$ cat config.mk
export PLATFORM = sky130hd
export DESIGN_NAME = path_delay_probe
export DESIGN_NICKNAME = d
export VERILOG_FILES = /design/src/rtl/path_delay_probe.sv
export SDC_FILE = /design/constraint.sdc
export NUM_CORES = 1
export LEC_CHECK = 0
export BUFFER_PORTS_ARGS = -buffer_cell sky130_fd_sc_hd__buf_2
export CAP_MARGIN = 10
export CORE_ASPECT_RATIO = 1.75
export CORE_MARGIN = 2
export CORE_UTILIZATION = 62
export CTS_CLUSTER_DIAMETER = 30
export DETAILED_ROUTE_END_ITERATION = 8
export GPL_TIMING_DRIVEN = 0
export PLACE_DENSITY = 0.81
export SKIP_CTS_REPAIR_TIMING = 1
export SLEW_MARGIN = 20
export SYNTH_ARGS = -nofsm -noshare
export SYNTH_HDL_FRONTEND = slang
export SYNTH_SLANG_ARGS = --single-unit
$ cat constraint.sdc
create_clock -name clk -period 7.1 [get_ports clk]
set_input_delay 1.42 -clock clk [delete_from_list [all_inputs] [get_ports clk]]
set_output_delay 1.42 -clock clk [all_outputs]
set_load 0.01 [all_outputs]
$ cat src/rtl/path_delay_probe.sv
// rtl/path_delay_probe.sv - launch/capture latency probe for a single-path delay chain under test.
// Toggles path_in, times the transition back through a 2-flop synchronizer, accumulates trial statistics.
module path_delay_probe #(
    parameter int unsigned CNT_W      = 16,
    parameter int unsigned LAT_W      = 8,
    parameter int unsigned EXP_INV    = 0,
    parameter int unsigned SETTLE_CYC = 4
) (
    input  logic             clk,
    input  logic             rst,
    input  logic             start,
    input  logic [CNT_W-1:0] num_trials,
    input  logic [LAT_W-1:0] timeout,
    input  logic             path_out,
    output logic             path_in,
    output logic             vcc_o,
    output logic             gnd_o,
    output logic             busy,
    output logic             done,
    output logic [CNT_W-1:0] pass_cnt,
    output logic [CNT_W-1:0] fail_cnt,
    output logic [LAT_W-1:0] last_lat,
    output logic [LAT_W-1:0] min_lat,
    output logic [LAT_W-1:0] max_lat
);

    localparam int unsigned SET_W = (SETTLE_CYC < 2) ? 1 : $clog2(SETTLE_CYC);

    typedef enum logic [2:0] {
        S_IDLE,
        S_SETTLE,
        S_LAUNCH,
        S_WAIT,
        S_NEXT,
        S_DONE
    } state_t;

    state_t             state_q, state_d;
    logic               sync1_q, sync2_q;
    logic               path_in_q, path_in_d;
    logic [CNT_W-1:0]   num_q, num_d;
    logic [LAT_W-1:0]   tmo_q, tmo_d;
    logic [CNT_W-1:0]   trial_q, trial_d;
    logic [LAT_W-1:0]   phase_q, phase_d;
    logic [SET_W-1:0]   set_q, set_d;
    logic [CNT_W-1:0]   pass_q, pass_d;
    logic [CNT_W-1:0]   fail_q, fail_d;
    logic [LAT_W-1:0]   last_q, last_d;
    logic [LAT_W-1:0]   min_q, min_d;
    logic [LAT_W-1:0]   max_q, max_d;

    logic               match;
    logic [CNT_W-1:0]   trial_inc;

    function automatic logic [CNT_W-1:0] sat_inc(input logic [CNT_W-1:0] v);
        return (&v) ? v : v + 1'b1;
    endfunction

    assign match     = (sync2_q == (path_in_q ^ (EXP_INV != 0)));
    assign trial_inc = trial_q + 1'b1;

    always_comb begin
        state_d   = state_q;
        path_in_d = path_in_q;
        num_d     = num_q;
        tmo_d     = tmo_q;
        trial_d   = trial_q;
        phase_d   = phase_q;
        set_d     = set_q;
        pass_d    = pass_q;
        fail_d    = fail_q;
        last_d    = last_q;
        min_d     = min_q;
        max_d     = max_q;

        case (state_q)
            S_IDLE: begin
                if (start) begin
                    num_d   = num_trials;
                    tmo_d   = (timeout == '0) ? '1 : timeout;
                    trial_d = '0;
                    phase_d = '0;
                    set_d   = '0;
                    pass_d  = '0;
                    fail_d  = '0;
                    last_d  = '0;
                    min_d   = '1;
                    max_d   = '0;
                    // A zero-trial run still passes through NEXT so done lands one cycle later.
                    state_d = (num_trials == '0) ? S_NEXT : S_SETTLE;
                end
            end
            S_SETTLE: begin
                phase_d = phase_q + 1'b1;
                if (match && (set_q == SET_W'(SETTLE_CYC - 1))) begin
                    set_d   = '0;
                    state_d = S_LAUNCH;
                end else begin
                    set_d = match ? set_q + 1'b1 : '0;
                    if (phase_q == tmo_q) begin
                        fail_d  = sat_inc(fail_q);
                        state_d = S_NEXT;
                    end
                end
            end
            S_LAUNCH: begin
                path_in_d = ~path_in_q;
                phase_d   = '0;
                state_d   = S_WAIT;
            end
            S_WAIT: begin
                // Match is tested first so an arrival on the timeout cycle still counts as a pass.
                if (match) begin
                    last_d  = phase_q;
                    pass_d  = sat_inc(pass_q);
                    if (phase_q < min_q) min_d = phase_q;
                    if (phase_q > max_q) max_d = phase_q;
                    state_d = S_NEXT;
                end else if (phase_q == tmo_q) begin
                    fail_d  = sat_inc(fail_q);
                    state_d = S_NEXT;
                end else begin
                    phase_d = phase_q + 1'b1;
                end
            end
            S_NEXT: begin
                trial_d = trial_inc;
                phase_d = '0;
                set_d   = '0;
                state_d = ((trial_inc == num_q) || (num_q == '0)) ? S_DONE : S_SETTLE;
            end
            S_DONE: begin
                state_d = S_IDLE;
            end
            default: begin
                state_d = S_IDLE;
            end
        endcase
    end

    always_ff @(posedge clk or posedge rst) begin
        if (rst) begin
            state_q   <= S_IDLE;
            sync1_q   <= 1'b0;
            sync2_q   <= 1'b0;
            path_in_q <= 1'b0;
            num_q     <= '0;
            tmo_q     <= '0;
            trial_q   <= '0;
            phase_q   <= '0;
            set_q     <= '0;
            pass_q    <= '0;
            fail_q    <= '0;
            last_q    <= '0;
            min_q     <= '1;
            max_q     <= '0;
        end else begin
            state_q   <= state_d;
            sync1_q   <= path_out;
            sync2_q   <= sync1_q;
            path_in_q <= path_in_d;
            num_q     <= num_d;
            tmo_q     <= tmo_d;
            trial_q   <= trial_d;
            phase_q   <= phase_d;
            set_q     <= set_d;
            pass_q    <= pass_d;
            fail_q    <= fail_d;
            last_q    <= last_d;
            min_q     <= min_d;
            max_q     <= max_d;
        end
    end

    assign path_in  = path_in_q;
    assign vcc_o    = 1'b1;
    assign gnd_o    = 1'b0;
    assign busy     = (state_q != S_IDLE) && (state_q != S_DONE);
    assign done     = (state_q == S_DONE);
    assign pass_cnt = pass_q;
    assign fail_cnt = fail_q;
    assign last_lat = last_q;
    assign min_lat  = min_q;
    assign max_lat  = max_q;

endmodule

* Word level (Yosys, flattened, before mapping)
Index checks and enable logic that the tools add are counted.
** Storage, ports and cells
- Bits in registers :: 112
- Logic and storage cells :: 100
- Output and inout bits :: 61
** Cells by class
- Order comparisons :: 2
- Bitwise operators :: 1
- $add $sub $neg :: 5
- Eq/ne operators :: 18
- Mux-type cells :: 35
- Reduce and logical (&&, ||, !) cells :: 25
** Operators by type and width (count)
- $mux 16 :: 7
- $mux 8 :: 10
- $pmux 16 s2 :: 2
- $add 16x1->16 const B :: 3
- $pmux 16 s3 :: 1
- $pmux 8 s2 :: 3
- $logic_not 16->1 :: 2
- $pmux 8 s4 :: 1
- $reduce_and 16->1 :: 2
- $reduce_and 4->1 :: 5
- $mux 3 :: 6
- $eq 16x16->1 :: 1
- $ne 2x2->1 const B :: 8
- $pmux 3 s5 :: 1
- $reduce_bool 3->1 :: 3
- $add 8x1->8 const B :: 1
- $eq 8x8->1 :: 1
- $gt 8x8->1 :: 1
- $logic_not 8->1 :: 1
- $lt 8x8->1 :: 1
- $eq 3x2->1 const B :: 2
- $eq 3x3->1 const B :: 2
- $mux 2 :: 3
- $pmux 2 s3 :: 1
- 14 further kinds :: 18

* Logic depth before layout (Yosys ltp)
- Depth after elaboration :: 5
- Mapped depth :: 9
- Gate-level depth less buffers :: 9

* Worst setup path after synthesis
Ideal clock, no wire load.
- Path type :: register -> output
- From :: register state_q[2]
- To :: output busy
- Arrival :: 1270 ps
- Data required time :: 5680 ps
- Cell stages (with the launch flop) :: 5
- Buffers on the path :: 2
- Path slack :: 4410 ps
- Cell sequence :: dfrtp_1 > buf_2 > clkbuf_1 > nor2_1 > or3_1
** Between the ends
- Word-level cells in the longest chain between the ends :: 2
- Elaborated cells on any way between the ends :: 3
** Ends and longest elaborated chain
- start, declared :: RTL line 38 : state_t state_q, state_d;
- start signal, assigned :: RTL line 158 : state_q <= state_d;
- $ne 3x3->1 or $reduce_bool 3->1 (tied branches) :: RTL line 178 : assign busy = (state_q != S_IDLE) && (state_q != S_DONE);
- $logic_and 1x1->1 * :: RTL line 178
- end, declared :: RTL line 18 : output logic busy,
Mark *: on every way between the ends. The rest lies on a longest branch, timed or not.

* Worst setup path after layout
Same ends and word-level chain as after synthesis.

==> impl_metrics.ini <==
[status]
status = complete, no violations

[pwr]
p_per_area_nw_per_um2 = 281.3
power_mw = 1.999
vdd_drop_max_uv = 179.4
p_leak_nw = 3.436

[worst_setup_path]
r2r-start = state_q[2]$_DFFE_PP0N_
worst-path-max-fanout = 10
crit_end = busy
arrival_ps = 2010
cp-startpoint = state_q[2]$_DFFE_PP0N_
cp-end-kind = primary output
critical_path_class = flip-flop to primary output
r2r_slack_ps = 4570
setup.worst_path.start_class = flip-flop
cp.required_ps = 5680
reg2regPathDepth = 7
r2r_end = fail_cnt[4]$_DFFE_PP0P_

[synthesis]
synthesis.nets = 715
synth_edf_count = 0
ys_ff_latch = 112
yosysMostFrequentCell = nand2_1
ys_seq_area_frac = 0.4553
synthFlopType = dfrtp_1
synth.distinct_cells = 66
synth_cells = 667
synth_top_area_frac = 0.4213
synth_area_leaders = dfrtp_1 42%, nand2_1 6.8%, xor2_1 4.7%
yosys.area.top_type = dfrtp_1
synth_area_per_cell_um2 = 9.261
async_reset_ff_frac = 1.000
yosys_warnings = 0
syn-cell-area_um2 = 6177
synth_top_cells_by_count = 112 x nand2_1, 104 x dfrtp_1, 62 x nor2_1

[drt]
drt-total-wl_mm = 15.17
via_count = 5266
drt-pass1-iter-count = 5
drc_errors = 0
vias_per_cell = 5.884
wl_per_cell_um = 16.95
detail-route-antenna-nets = 0
drtIter0Drc = 283

[sta]
slew_headroom = 0.4638
min_period_over_period = 0.4828
drv_slew = 0
finalClockSkew_ps = 7.050
max_slew.worst_pin.slew_ps = 802.6
rsz0062_at_grt = no
period_needed_ps = 3428
hold_slack_ps = 365.6
tns_ps = 0
hold_viol = 0
setup_viol = 0
max_freq_mhz = 291.7

[clock_tree]
clock-sinks = 112
numCtsBuffers = 9
cts_root_buf = clkbuf_16
cts_buffer_depth = 2
cts_tree = done
cts.htree.levels = 3
clk_pin_slew_ps = 70
clock_latency_ps = 350

[cells_and_area]
layout-drive-gt1-share = 0.1831
syn2layout_area_growth_pct = 15.01
fin_nets = 813
n_fill_cell = 747
n_antenna_cell = 0
stdcell_count = 895
fin_util = 0.7257

[grt]
grt_pass1_vias = 5369
grt_max_degree = 77
grt-ovfl-total = 0
antenna_found_initial = 0
grt.total_usage = 0.2963
grt_pass1_wl_mm = 25.06

[die]
dieArea_um2 = 10810
ios = 89
fp.coreArea_um2 = 9789
die_x_um = 79.46
die_h_um = 136.0
core.rowCount = 48
initial_utilization = 0.6310

[place]
dp.cells = 879
gp_congestion = 0.9864
portBuffers = 86
hpwl_mm = 11.29

[run]
cap_viol_max_count = 0

[hold_path]
hp-class = flip-flop to flip-flop
## cell families (layout without fill, tap and decap cells)
| family | after synthesis | after routing | synth area share |
|---|---|---|---|
| flip-flops | 112 | 112 | 0.4553 |
| AO/OA/AOI/OAI | 109 | 109 | 0.1185 |
| other | 2 | 2 | 0.001216 |
| multiplexers | 11 | 11 | 0.01803 |
| XOR/XNOR | 63 | 63 | 0.09054 |
| buffers and inverters | 56 | 159 | 0.03747 |
| AND/OR/NAND/NOR | 294 | 294 | 0.2384 |
| adder cells (fa/ha/maj) | 20 | 20 | 0.04051 |
## per-stage QoR
step           area, um^2  setup slack (ps)
3_3_place_gp         6764              1610
4_1_cts              7104              3674
3_5_place_dp         6797              3765
5_1_grt              7104              3560
2_1_floorplan        6177              2734
6_report             7104              3672
## worst max-delay path, stage by stage, from the launching register on
cell and delay (ps):
dfrtp_1 330, buf_2 220, clkbuf_1 350, nor2_1 240
or3_1 370, buf_2 160
## layout make-up
type | count | area [um^2] | share of cell area
Clock buffer | 11 | 242.7 | 0.03417
Inverter | 23 | 91.34 | 0.01286
Clock inverter | 5 | 65.06 | 0.009158
Buffer | 33 | 145.1 | 0.02043
Multi-Input combinational cell | 499 | 3133 | 0.4410
Timing Repair Buffer | 87 | 457.9 | 0.06446
Sequential cell | 112 | 2813 | 0.3959
Tap cell | 125 | 156.4 | 0.02201
## placed cells by master (no fill, tap or decap), types with 3 or more instances in the layout
| master | count |
|---|---|
| o31ai_1 | 6 |
| o22a_1 | 15 |
| a31o_1 | 3 |
| dfstp_2 | 8 |
| nand4_1 | 21 |
| nor4_1 | 14 |
| and3_1 | 7 |
| buf_2 | 91 |
| dfrtp_1 | 104 |
| nor3b_1 | 3 |
| mux2i_1 | 10 |
| xor2_1 | 33 |
| o21ai_0 | 40 |
| inv_1 | 22 |
| ha_1 | 20 |
| nor2_1 | 62 |
| clkbuf_1 | 24 |
| and4_1 | 7 |
| or3_1 | 3 |
| nor3_1 | 12 |
| xnor2_1 | 29 |
| o21a_1 | 6 |
| clkbuf_16 | 9 |
| and2_1 | 3 |
| a21oi_1 | 15 |
| nand2_1 | 112 |
| nor2b_1 | 5 |
| nor4_4 | 3 |
| nand3_1 | 23 |
## report_power, final
group          leakage [nW]  total [mW]  internal [mW]  switching, mW
Combinational          1.82       0.631          0.241          0.390
Clock                 0.144       0.524          0.287          0.238
Sequential             1.48       0.843          0.737          0.106
## flip-flops by register name (all words and copies together), names as in the netlist
signal and cells:
path_in 1, state_q 3, pass_cnt 16, set_q 2, max_lat 8, num_q 16, sync1_q 1, tmo_q 8
min_lat 8, last_lat 8, phase_q 8, sync2_q 1, trial_q 16, fail_cnt 16
## routing by layer
layer  track usage  up-vias  wire (um)
li1              -     2508          -
met1        0.3237     2583       5764
met2        0.5364      134       8307
met3       0.04714       41        506
met4        0.1609        0        588
met5             0        -          0
## worst min path at each step
stage                            startpoint                end  depth (start not counted)
final                     sync1_q$_DFF_PP0_  sync2_q$_DFF_PP0_                          0
after global routing      sync1_q$_DFF_PP0_  sync2_q$_DFF_PP0_                          0
after CTS                 sync1_q$_DFF_PP0_  sync2_q$_DFF_PP0_                          0
after detailed placement  sync1_q$_DFF_PP0_  sync2_q$_DFF_PP0_                          0
after global placement    sync1_q$_DFF_PP0_  sync2_q$_DFF_PP0_                          0
after floorplan           sync1_q$_DFF_PP0_  sync2_q$_DFF_PP0_                          0
(Power assumes the default switching activity.)
